$ cat src/rtl/apb_pkg.sv
// Shared types for the APB request front-end: FSM states and the queued request payload.
package apb_pkg;

    localparam int unsigned ADDR_W = 12;
    localparam int unsigned DATA_W = 32;

    typedef enum logic [1:0] {
        IDLE  = 2'd0,
        SETUP = 2'd1,
        WAIT  = 2'd2,
        RESP  = 2'd3
    } state_e;

    typedef struct packed {
        logic [ADDR_W-1:0] addr;
        logic              wr;
        logic [DATA_W-1:0] wdata;
    } req_t;

endpackage

$ cat src/rtl/apb_req_fifo.sv
// Synchronous request FIFO; full/empty are registered so a pop never frees a slot in the same cycle.
module apb_req_fifo
    import apb_pkg::*;
#(
    parameter int unsigned DEPTH = 4
) (
    input  logic                   clk,
    input  logic                   rst,
    input  logic                   push,
    input  req_t                   push_data,
    input  logic                   pop,
    output req_t                   pop_data,
    output logic                   full,
    output logic                   empty,
    output logic [$clog2(DEPTH):0] level
);

    localparam int unsigned PTR_W = $clog2(DEPTH);
    localparam int unsigned LVL_W = PTR_W + 1;

    req_t             mem [DEPTH];
    logic [PTR_W-1:0] wptr;
    logic [PTR_W-1:0] rptr;
    logic             do_push;
    logic             do_pop;
    logic [LVL_W-1:0] level_d;

    assign do_push  = push & ~full;
    assign do_pop   = pop & ~empty;
    assign pop_data = mem[rptr];

    always_comb begin
        level_d = level + LVL_W'(do_push) - LVL_W'(do_pop);
    end

    // Storage carries no reset; only pointers and occupancy define validity.
    always_ff @(posedge clk) begin
        if (do_push) begin
            mem[wptr] <= push_data;
        end
    end

    always_ff @(posedge clk or negedge rst) begin
        if (!rst) begin
            wptr  <= '0;
            rptr  <= '0;
            level <= '0;
            full  <= 1'b0;
            empty <= 1'b1;
        end else begin
            if (do_push) begin
                wptr <= wptr + PTR_W'(1);
            end
            if (do_pop) begin
                rptr <= rptr + PTR_W'(1);
            end
            level <= level_d;
            full  <= (level_d == LVL_W'(DEPTH));
            empty <= (level_d == '0);
        end
    end

endmodule

$ cat src/rtl/apb_req_queue.sv
// APB master front-end: queues CPU requests, issues one at a time, returns one response each with timeout.
module apb_req_queue
    import apb_pkg::*;
#(
    parameter int unsigned DEPTH   = 4,
    parameter int unsigned TIMEOUT = 16
) (
    input  logic                   clk,
    input  logic                   rst,
    input  logic                   req_valid,
    output logic                   req_ready,
    input  logic [ADDR_W-1:0]      req_addr,
    input  logic                   req_wr,
    input  logic [DATA_W-1:0]      req_wdata,
    output logic                   rsp_valid,
    input  logic                   rsp_ready,
    output logic [DATA_W-1:0]      rsp_rdata,
    output logic                   rsp_err,
    output logic                   sel_out,
    output logic [ADDR_W-1:0]      addr_out,
    output logic                   wr_out,
    output logic [DATA_W-1:0]      data_out,
    input  logic                   ready_in,
    input  logic [DATA_W-1:0]      rdata_in,
    output logic [$clog2(DEPTH):0] level
);

    localparam int unsigned CNT_W = $clog2(TIMEOUT);

    state_e            state_q;
    state_e            state_d;
    logic [CNT_W-1:0]  cnt_q;
    logic [CNT_W-1:0]  cnt_d;
    req_t              out_q;
    req_t              out_d;
    logic              sel_d;
    logic              rsp_valid_d;
    logic [DATA_W-1:0] rdata_d;
    logic              err_d;
    logic              pop;
    logic              full;
    logic              empty;
    req_t              head;
    req_t              push_data;

    assign push_data = req_t'{addr: req_addr, wr: req_wr, wdata: req_wdata};
    assign req_ready = ~full;
    assign addr_out  = out_q.addr;
    assign wr_out    = out_q.wr;
    assign data_out  = out_q.wdata;

    apb_req_fifo #(
        .DEPTH (DEPTH)
    ) u_fifo (
        .clk       (clk),
        .rst       (rst),
        .push      (req_valid),
        .push_data (push_data),
        .pop       (pop),
        .pop_data  (head),
        .full      (full),
        .empty     (empty),
        .level     (level)
    );

    // Next-state and registered-output decode; ready_in wins over timeout in the same cycle.
    always_comb begin
        state_d     = state_q;
        cnt_d       = cnt_q;
        out_d       = out_q;
        sel_d       = sel_out;
        rsp_valid_d = rsp_valid;
        rdata_d     = rsp_rdata;
        err_d       = rsp_err;
        pop         = 1'b0;
        unique case (state_q)
            IDLE: begin
                if (!empty) begin
                    pop     = 1'b1;
                    out_d   = head;
                    sel_d   = 1'b1;
                    state_d = SETUP;
                end
            end
            SETUP: begin
                state_d = WAIT;
            end
            WAIT: begin
                cnt_d = cnt_q + CNT_W'(1);
                if (ready_in) begin
                    rdata_d     = out_q.wr ? '0 : rdata_in;
                    err_d       = 1'b0;
                    sel_d       = 1'b0;
                    rsp_valid_d = 1'b1;
                    state_d     = RESP;
                end else if (cnt_q == CNT_W'(TIMEOUT - 1)) begin
                    rdata_d     = '0;
                    err_d       = 1'b1;
                    sel_d       = 1'b0;
                    rsp_valid_d = 1'b1;
                    state_d     = RESP;
                end
            end
            RESP: begin
                if (rsp_ready) begin
                    rsp_valid_d = 1'b0;
                    cnt_d       = '0;
                    state_d     = IDLE;
                end
            end
            default: begin
                state_d = IDLE;
            end
        endcase
    end

    always_ff @(posedge clk or negedge rst) begin
        if (!rst) begin
            state_q   <= IDLE;
            cnt_q     <= '0;
            out_q     <= '0;
            sel_out   <= 1'b0;
            rsp_valid <= 1'b0;
            rsp_rdata <= '0;
            rsp_err   <= 1'b0;
        end else begin
            state_q   <= state_d;
            cnt_q     <= cnt_d;
            out_q     <= out_d;
            sel_out   <= sel_d;
            rsp_valid <= rsp_valid_d;
            rsp_rdata <= rdata_d;
            rsp_err   <= err_d;
        end
    end

endmodule

$ cat config.mk
export PLATFORM = sky130hd
export DESIGN_NAME = apb_req_queue
export DESIGN_NICKNAME = d
export VERILOG_FILES = /design/src/rtl/apb_pkg.sv /design/src/rtl/apb_req_fifo.sv /design/src/rtl/apb_req_queue.sv
export SDC_FILE = /design/constraint.sdc
export NUM_CORES = 1
export LEC_CHECK = 0
export BUFFER_PORTS_ARGS = -buffer_cell sky130_fd_sc_hd__buf_2
export CAP_MARGIN = 10
export CORE_UTILIZATION = 35
export CTS_CLUSTER_SIZE = 28
export DETAILED_ROUTE_END_ITERATION = 10
export GPL_TIMING_DRIVEN = 0
export REMOVE_ABC_BUFFERS = 1
export SYNTH_ARGS = -nofsm -noshare
export SYNTH_HDL_FRONTEND = slang
export SYNTH_SLANG_ARGS = --single-unit
$ cat constraint.sdc
create_clock -name clk -period 2.8 [get_ports clk]
set_input_delay 0.28 -clock clk [delete_from_list [all_inputs] [get_ports clk]]
set_output_delay 0.28 -clock clk [all_outputs]
set_load 0.05 [all_outputs]
Word-level counts from Yosys, hierarchy flattened
Memories as Yosys holds them, arrays and structs flattened. A register that Yosys moved wholly into a read port is not among the register bits.
Cells that the tools add are included.
- register bits after elaboration: 50
- bits in latches: 0
- RAM bits: 180
- memory bits (read-only): 0
- input bits: 82
- logic and storage cells: 64
- memories kept: 1
- memory list (memory ; depth ; bits a word ; read ports ; clocked after Yosys merged registers in ; wr ports ; line ; text):
    u_fifo.mem ; 4 ; 45 ; 1 ; 1 ; 1 ; apb_req_fifo.sv:21 ; req_t mem [DEPTH];
- $add $sub $neg: 5
- $mul: 0
- div/mod/pow operators: 0
- magnitude comparators: 0
- eq/ne operators: 8
- shift-type cells: 0
- muxes and demuxes: 23
- bitwise operators: 4
- reduce and logical (&&, ||, !) cells: 12
- operators with widths (cell ; number):
    2-to-1 mux 32 bit ; 3
    2-to-1 mux 1 bit ; 11
    AND reduction 3 bit ; 3
    2-to-1 mux 2 bit ; 4
    one-hot mux 2 bit (4 select lines) ; 1
    one-hot mux 4 bit (2 select lines) ; 1
    AND reduction 2 bit ; 3
    nonzero test 2 bit ; 3
    adder 2 x 1 -> 2 bit (second input constant) ; 2
    adder 4 x 1 -> 4 bit (second input constant) ; 1
    equality test 2 bit (second input constant) ; 2
    equality test 4 bit (second input constant) ; 1
    2-to-1 mux 4 bit ; 1
    != test 2 bit (second input constant) ; 2
    one-hot mux 1 bit (2 select lines) ; 2
    adder 3 x 1 -> 3 bit ; 1
    equality test 3 bit (second input constant) ; 1
    logical NOT 3 bit ; 1
    != test 3 bit (second input constant) ; 1
    subtractor 3 x 1 -> 3 bit ; 1
    bitwise AND 1 bit ; 2
    equality test 2 x 1 -> 1 bit (second input constant) ; 1
    logical NOT 2 bit ; 1
    inverter 1 bit ; 2
    logical NOT 1 bit ; 1

Depth between registers and ports, before layout
Gate-level depths: netlist of the first run.
- depth after elaboration: 5
- depth in mapped cells: 12
- gate-level depth less buffers: 12

Hierarchy
From an unflattened synthesis of the first run, not the netlist that was laid out.
- cell total of the unflattened synthesis: 488
- area total of the unflattened synthesis: 10309.9 µm²
- by module, submodules not included (module ; instances ; cells an instance ; area each (µm²) ; seq. area each (µm²)):
    apb_req_fifo ; 1 ; 271 ; 6980.4 ; 5631.7
    apb_req_queue ; 1 ; 217 ; 3329.4 ; 2152.1

Worst setup path before layout of the first run
Ideal clock, no wire load.
- path type: flip-flop to flip-flop
- start: register state_q[0]
- end: register u_fifo.full
- arrival: 2.135 ns
- data required time: 2.712 ns
- setup slack: 0.577 ns
- cell stages (with the launch flop): 13
- buffers on the path: 0
- clock period less this slack: 2.223 ns
- path through: dfrtp_1 inv_1 ha_1 nand2b_1 inv_2 ha_1 inv_1 ha_1 inv_1 fa_1 xnor2_1 xnor2_1 nor3b_1
- longest elaborated chain between the ends: 5
- ends and longest elaborated chain (item ; line ; text):
    from (decl) ; apb_req_queue.sv:30 ; state_e state_q;
    from (signal assigned) ; apb_req_queue.sv:127 ; state_q <= state_d;
    logical NOT 2 bit ; apb_req_queue.sv:76 ; unique case (state_q)
    2-to-1 mux 1 bit ; apb_req_queue.sv:76 ;
    via pop ; apb_req_queue.sv:40 ; logic pop;
    bitwise AND 1 bit ; apb_req_fifo.sv:29 ; assign do_pop = pop & ~empty;
    subtractor 3 x 1 -> 3 bit ; apb_req_fifo.sv:33 ; level_d = level + LVL_W'(do_push) - LVL_W'(do_pop);
    via u_fifo.level_d[2] ; apb_req_fifo.sv:26 ; logic [LVL_W-1:0] level_d;
    equality test 3 bit ; apb_req_fifo.sv:58 ; full <= (level_d == LVL_W'(DEPTH));
    to (signal assigned) ; apb_req_fifo.sv:58 ;
    to (decl) ; apb_req_fifo.sv:13 ; output logic full,
The timed path passes the listed nets, and every way through them passes these cells.
A chain may end at the register's enable or synchronous reset.

Final worst setup path of the first run
- start: register state_q[1]
- end: register u_fifo.full
The elaborated chain is that of the path after synthesis.

==> impl_metrics.py, run 1 <==
metrics = {
    "sta": {
        "worst_pin_slew_ns": 1.05,
        "drv_slew": 0,
        "rsz0062_at_grt": "false",
        "finalSetupViolations": 0,
        "fin_ws_ns": 0.197,
        "hold_viol_final": 0,
        "min_period_ns": 2.60,
        "period_share": 0.930,
        "finClkSkew_ns": 0.00814,
        "fmax_mhz": 384,
        "fin_tns_setup_ns": 0,
        "relSlewSlack": 0.301,
        "holdWs_ns": 0.238,
    },
    "critical_path": {
        "path_class": "register to register",
        "cp_common_cell": "inv_1",
        "crit_buf_inv": 5,
        "worstSetupPathDepth": 13,
        "critPathMaxStageDelay_ns": 0.39,
        "crit_slowest_cell": "dfrtp_1",
        "rr_worst_depth": 13,
        "worstSetupStartpointType": "register",
        "crit_path_end_kind": "register",
        "path_delay_family": "adder cells",
        "critPathMaxFanout": 25,
        "crit_path_cell_trace": "inv_1 -> ha_4 -> nand2b_4 -> buf_12 -> inv_2 -> ha_1 -> inv_1 -> ha_1 -> inv_1 -> fa_1 -> xnor2_1 -> xnor2_1 -> nor3b_2",
        "required_ns": 3.25,
        "cp.arrival_ns": 3.06,
    },
    "power_and_ir_drop": {
        "powerDensity_nw_per_um2": 1200,
        "ir_drop_mv": 0.536,
        "p_total_w": 0.0161,
        "p_leak_nw": 5.56,
    },
    "grt": {
        "grt_use_total": 0.150,
        "grt_pass1_wl_um": 35400,
        "grt_pass1_vias": 6341,
        "grt-ovfl-total": 0,
        "antenna_found_initial": 0,
        "grt_max_degree": 63,
    },
    "yosys": {
        "ys.warnings.count": 0,
        "synthArstFlopShare": 0.345,
        "synth_top_area_share": 0.529,
        "synth.ff_latch_count": 275,
        "ys_types": 35,
        "synth_area_um2": 10200,
        "synthTopCellsByCount": "edfxtp_1 (180), dfrtp_1 (94), mux2i_1 (91)",
        "yosys.area.top_type": "edfxtp_1",
        "avgSynthCellArea_um2": 17.2,
        "synth_edf_count": 180,
        "yosysMostFrequentCell": "edfxtp_1",
        "synth_flop_cell": "edfxtp_1",
        "yosysSeqAreaShare": 0.762,
        "ys_top_cells_by_area": "edfxtp_1 (53%), dfrtp_1 (23%), mux2i_1 (8.9%)",
        "synthCells": 593,
    },
    "clock_tree": {
        "clock_path_buffers": 3,
        "clockRootBuffer": "clkbuf_16",
        "clk_pin_slew_ns": 0.06,
        "cts.sinks": 275,
        "cts_buffers": 29,
        "cts_max_level": 1,
        "cts_tree": "built",
        "clk_latency_ns": 0.53,
    },
    "die": {
        "design.die.area_um2": 29900,
        "start_util": 0.356,
        "die_x_um": 173,
        "coreArea_um2": 28700,
        "die_h_um": 173,
        "io_pins": 166,
        "rows": 62,
    },
    "routing": {
        "viasPerCell": 4.78,
        "post_drt_wl_per_cell_um": 17.7,
        "wl_met1_um": 9730,
        "maxUsedRoutingLayer": "met4",
        "wl_met2_um": 10900,
        "drtIter0Drc": 311,
        "drt_first_pass_iters": 4,
        "drc": 0,
        "wl_met3_um": 1210,
        "vias": 6001,
        "antenna_left": 0,
        "drt-total-wl_um": 22200,
    },
    "worst_hold_path": {
        "hold_path_depth": 3,
        "hold_class": "input port to register",
    },
    "placed_design": {
        "dp_hpwl_um": 12700,
        "place_congestion": 0.728,
        "post-place-ws_ns": -0.362,
        "dp_cells": 1119,
        "io_buffers": 165,
    },
    "cells_and_area": {
        "antenna_cells": 0,
        "area_delta_synth_final_pct": 31.2,
        "nFillCells": 2487,
        "drive_above_1_share": 0.273,
        "final_nets": 943,
        "stdcell_count": 1255,
        "regArea_um2": 7790,
        "multi_input_area_um2": 2260,
    },
    "run": {
        "maxCapViolCount": 0,
    },
    "outcome": {
        "status": "finished, final reports clean",
    },
}
[metrics by stage]
stage / instance area (um2) / utilization
after floorplan: 10000 / -
after global placement: 11400 / 0.396
after detailed placement: 11600 / 0.404
after CTS: 13400 / 0.467
after global routing: 13400 / 0.467
final: 13400 / 0.467
[tightest hold or removal path, stage by stage]
cell     delay [ns]
buf_2          0.09
nor2b_1        0.20
xnor2_1        0.15
[routing by layer]
| layer | global-route usage | vias to the layer above |
|---|---|---|
| met5 | 0 | - |
| met4 | 0.0361 | 0 |
| met1 | 0.195 | 2980 |
| met2 | 0.256 | 173 |
| li1 | - | 2813 |
| met3 | 0.0310 | 35 |
[cell type report]
class                           count  area share
Sequential cell                   275       0.581
Multi-Input combinational cell    274       0.169
Timing Repair Buffer              257       0.138
Clock buffer                       46      0.0641
Tap cell                          384      0.0358
Clock inverter                      7     0.00849
Inverter                           12     0.00336
[what timing repair did]
item / 4_1_cts / 5_1_grt
setup buffers: 1 / 1
gates cloned: 1 / 0
endpoints found under the setup margin: 3 / 1
hold endpoints to repair: 247 / 0
pin swaps: 0 / 1
gates resized for setup: 3 / 2
hold buffers: 80 / 0
[cell families (layout without fill, tap and decap cells)]
logic type | count (synthesis) | count (layout) | share of synthesized area
xor gates and xnor gates | 7 | 7 | 0.00600
adders and majority gates | 12 | 12 | 0.0154
buffers and inverters | 45 | 322 | 0.0207
and+or+nand+nor | 68 | 69 | 0.0279
DFF | 275 | 275 | 0.762
AOI/OAI and AO/OA | 94 | 94 | 0.0773
muxes | 92 | 92 | 0.0906
[report_power, final]
group / switching, W / internal (W)
clock: 0.00147 / 0.00237
combinational: 0.00412 / 0.00191
sequential: 0.000656 / 0.00556
[cell usage in the layout (no fill, tap or decap), drive strengths merged]
master         n
a2111oi        1
a21oi          4
a221o          1
a22o          32
a31o           1
a31oi          1
a41oi          1
and2           4
buf          177
bufinv         3
clkbuf        46
clkinv         4
dfrtp         94
dfstp          1
dlygate4sd3   80
edfxtp       180
fa             1
ha            11
inv           12
mux2           1
mux2i         91
nand2         55
nand2b         3
nand4          1
nor2           2
nor2b          2
nor3           1
nor3b          1
o21ai          2
o221ai        45
o22ai          4
o2bb2ai        2
xnor2          5
xor2           2
[flip-flops by register name (all words and copies together), names as in the netlist]
signal	cells
rsp_rdata	32
rsp_valid	1
wr_out	1
rsp_err	1
cnt_q	4
state_q	2
data_out	32
u_fifo.level	3
u_fifo.full	1
u_fifo.empty	1
u_fifo.mem	180
sel_out	1
addr_out	12
u_fifo.rptr	2
u_fifo.wptr	2
[final timing paths]
check                       startpoint        endpoint  slack, ns
max in group asynchronous          rst    data_out[18]       1.81
min in group asynchronous          rst  u_fifo.rptr[0]       0.29
hold reg to reg            addr_out[2]     addr_out[2]       0.48
setup / recovery            state_q[1]     u_fifo.full       0.20
hold / removal               req_valid  u_fifo.wptr[0]       0.24
setup reg to reg            state_q[1]     u_fifo.full       0.20
No activity file was read; power rests on OpenSTA's default activity.
==> run 2: changes to the inputs <==
--- a/config.mk
+++ b/config.mk
@@ -11,6 +11,7 @@
 export CTS_CLUSTER_SIZE = 28
 export DETAILED_ROUTE_END_ITERATION = 10
 export GPL_TIMING_DRIVEN = 0
+export PLACE_DENSITY = 0.58
 export REMOVE_ABC_BUFFERS = 1
 export SYNTH_ARGS = -nofsm -noshare
 export SYNTH_HDL_FRONTEND = slang
==> run 2 against run 1 <==
  * Sequential share of layout area down 0.22 points
  * Hold slack got worse by 0.0099 ns
  * Design area up 0.38%
  * Clock-buffer cell count decreased by 1
  * Non-clock buffer count stayed put
  * Die area unchanged
  * Power rose by 0.61%
  * Critical path depth is 1 lower
  * Sequential power shrank 2%
  * Final cell count about the same
  * Clock skew grew 0.0088 ns
==> impl_metrics.py, run 2 (synthesis gave the netlist of run 1 again) <==
metrics = {
    "outcome": {
        "status": "finished, final reports clean",
    },
    "clock_tree": {
        "cts_max_level": 1,
        "clockRootBuffer": "clkbuf_16",
        "clock_path_buffers": 3,
        "cts_buffers": 29,
        "clk_pin_slew_ns": 0.06,
        "cts.sinks": 275,
        "cts_tree": "built",
        "clk_latency_ns": 0.54,
    },
    "cells_and_area": {
        "mostFrequentLayoutCells": "edfxtp_1 (180), buf_2 (164), dfrtp_1 (93)",
        "antenna_cells": 0,
        "largest_reg_flops": 180,
        "layout_commonest_cell": "edfxtp_1",
        "area_delta_synth_final_pct": 31.7,
        "drive_above_1_share": 0.273,
        "nFillCells": 2499,
        "top_register": "u_fifo.mem",
        "utilization": 0.469,
        "final_nets": 943,
    },
    "grt": {
        "grt-ovfl-total": 0,
        "grt_use_total": 0.146,
        "grt_pass1_wl_um": 34300,
        "grt_pass1_vias": 6101,
        "grt_max_degree": 58,
        "antenna_found_initial": 0,
    },
    "placed_design": {
        "io_buffers": 165,
        "place_congestion": 0.682,
        "post-place-ws_ns": -0.122,
        "dp_hpwl_um": 12500,
    },
    "critical_path": {
        "crit_path_cell_trace": "inv_1 -> ha_4 -> nand2b_4 -> inv_2 -> ha_1 -> inv_1 -> ha_1 -> inv_1 -> fa_1 -> xnor2_1 -> xnor2_1 -> nor3b_1",
        "critPathMaxFanout": 11,
        "worstSetupStartpointType": "register",
        "path_class": "register to register",
        "cp_common_cell": "inv_1",
        "critPathMaxStageDelay_ns": 0.38,
        "required_ns": 3.24,
        "cp.arrival_ns": 3.02,
        "path_delay_family": "adder cells",
        "crit_path_end_kind": "register",
        "crit_buf_inv": 4,
        "crit_slowest_cell": "dfrtp_1",
    },
    "routing": {
        "vias": 5948,
        "drt-total-wl_um": 22000,
        "antenna_left": 0,
        "drc": 0,
        "post_drt_wl_per_cell_um": 17.5,
        "drt_first_pass_iters": 4,
        "drtIter0Drc": 287,
        "viasPerCell": 4.74,
    },
    "power_and_ir_drop": {
        "ir_drop_mv": 0.459,
        "p_leak_nw": 5.59,
        "powerDensity_nw_per_um2": 1200,
    },
    "sta": {
        "hold_viol_final": 0,
        "rsz0062_at_grt": "false",
        "min_period_ns": 2.58,
        "worst_pin_slew_ns": 1.06,
        "relSlewSlack": 0.289,
        "fin_tns_setup_ns": 0,
        "fin_ws_ns": 0.222,
        "period_share": 0.921,
        "drv_slew": 0,
        "finClkSkew_ns": 0.0169,
        "finalSetupViolations": 0,
        "fmax_mhz": 388,
    },
    "die": {
        "coreArea_um2": 28700,
        "design.die.area_um2": 29900,
        "die_x_um": 173,
        "rows": 62,
        "die_h_um": 173,
        "io_pins": 166,
        "start_util": 0.356,
    },
    "worst_hold_path": {
        "hold_class": "input port to register",
    },
    "run": {
        "maxCapViolCount": 0,
    },
}
==> run 2: changes by cell type in the layout (fill, tap and decap cells not counted), sizes merged <==
cell / change
clkbuf: -1
clkinv: +1
inv: +1
==> run 2: worst paths after layout <==
| path | startpoint | to | slack (ns) | cells after the start |
|---|---|---|---|---|
| worst max-delay path | state_q[0] | u_fifo.full | 0.22 | 12 |
| worst max register to register | state_q[0] | u_fifo.full | 0.22 | 12 |
| min in group asynchronous | rst | addr_out[2] | 0.30 | 2 |
| max in group asynchronous | rst | data_out[27] | 1.79 | 3 |
| worst min-delay path | req_valid | u_fifo.wptr[0] | 0.23 | 3 |
| worst min register to register | data_out[27] | data_out[27] | 0.48 | 2 |
==> run 2: through the flow <==
step	hold slack [ns]	area [um2]	total power, W	std cells
6_report	0.229	13500	0.0162	1256
5_1_grt	0.233	13500	0.0170	1256
4_1_cts	0.210	13400	0.0163	1253
3_5_place_dp	0.336	11600	0.0122	1119
3_3_place_gp	0.471	11400	0.0119	1109
2_1_floorplan	-0.0156	10000	0.0105	560
==> run 2: layout make-up <==
class	instances	area, um2	area share
clock buffers	45	886	0.0658
multi-input cells	274	2260	0.168
inverters	12	45.0	0.00335
well taps	384	480	0.0357
flip-flops and latches	275	7790	0.579
repair buffers	257	1870	0.139
clock inverters	9	124	0.00921
==> run 2: worst register-to-register path: cells and delay by family (launching register included) <==
family	cells	cell delay [ns]
adder cells (fa/ha/maj)	4	0.95
XOR/XNOR	2	0.36
buffers and inverters	4	0.41
AND/OR/NAND/NOR	2	0.39
flip-flops	1	0.38
==> run 2: where the power goes <==
| part | internal, W | total, W | switching [W] | leakage, nW |
|---|---|---|---|---|
| combinational | 0.00194 | 0.00615 | 0.00421 | 2.25 |
| clock | 0.00244 | 0.00392 | 0.00148 | 0.496 |
| sequential | 0.00556 | 0.00610 | 0.000543 | 2.84 |
| total | 0.00993 | 0.0162 | 0.00624 | 5.59 |
==> run 2: what timing repair did <==
item	CTS	global route
hold endpoints to repair	252	0
hold buffers	80	0
pin swaps	0	1
gates resized for setup	1	2
buffers inserted	0	1
endpoints found under the setup margin	2	1
cloned	0	1
==> run 2: metal layers <==
layer	GRT usage	vias to the layer above	routed length, um
met1	0.184	2938	9480
met3	0.0312	39	1150
li1	-	2807	-
met2	0.256	164	10900
met5	0	-	0
met4	0.0343	0	452
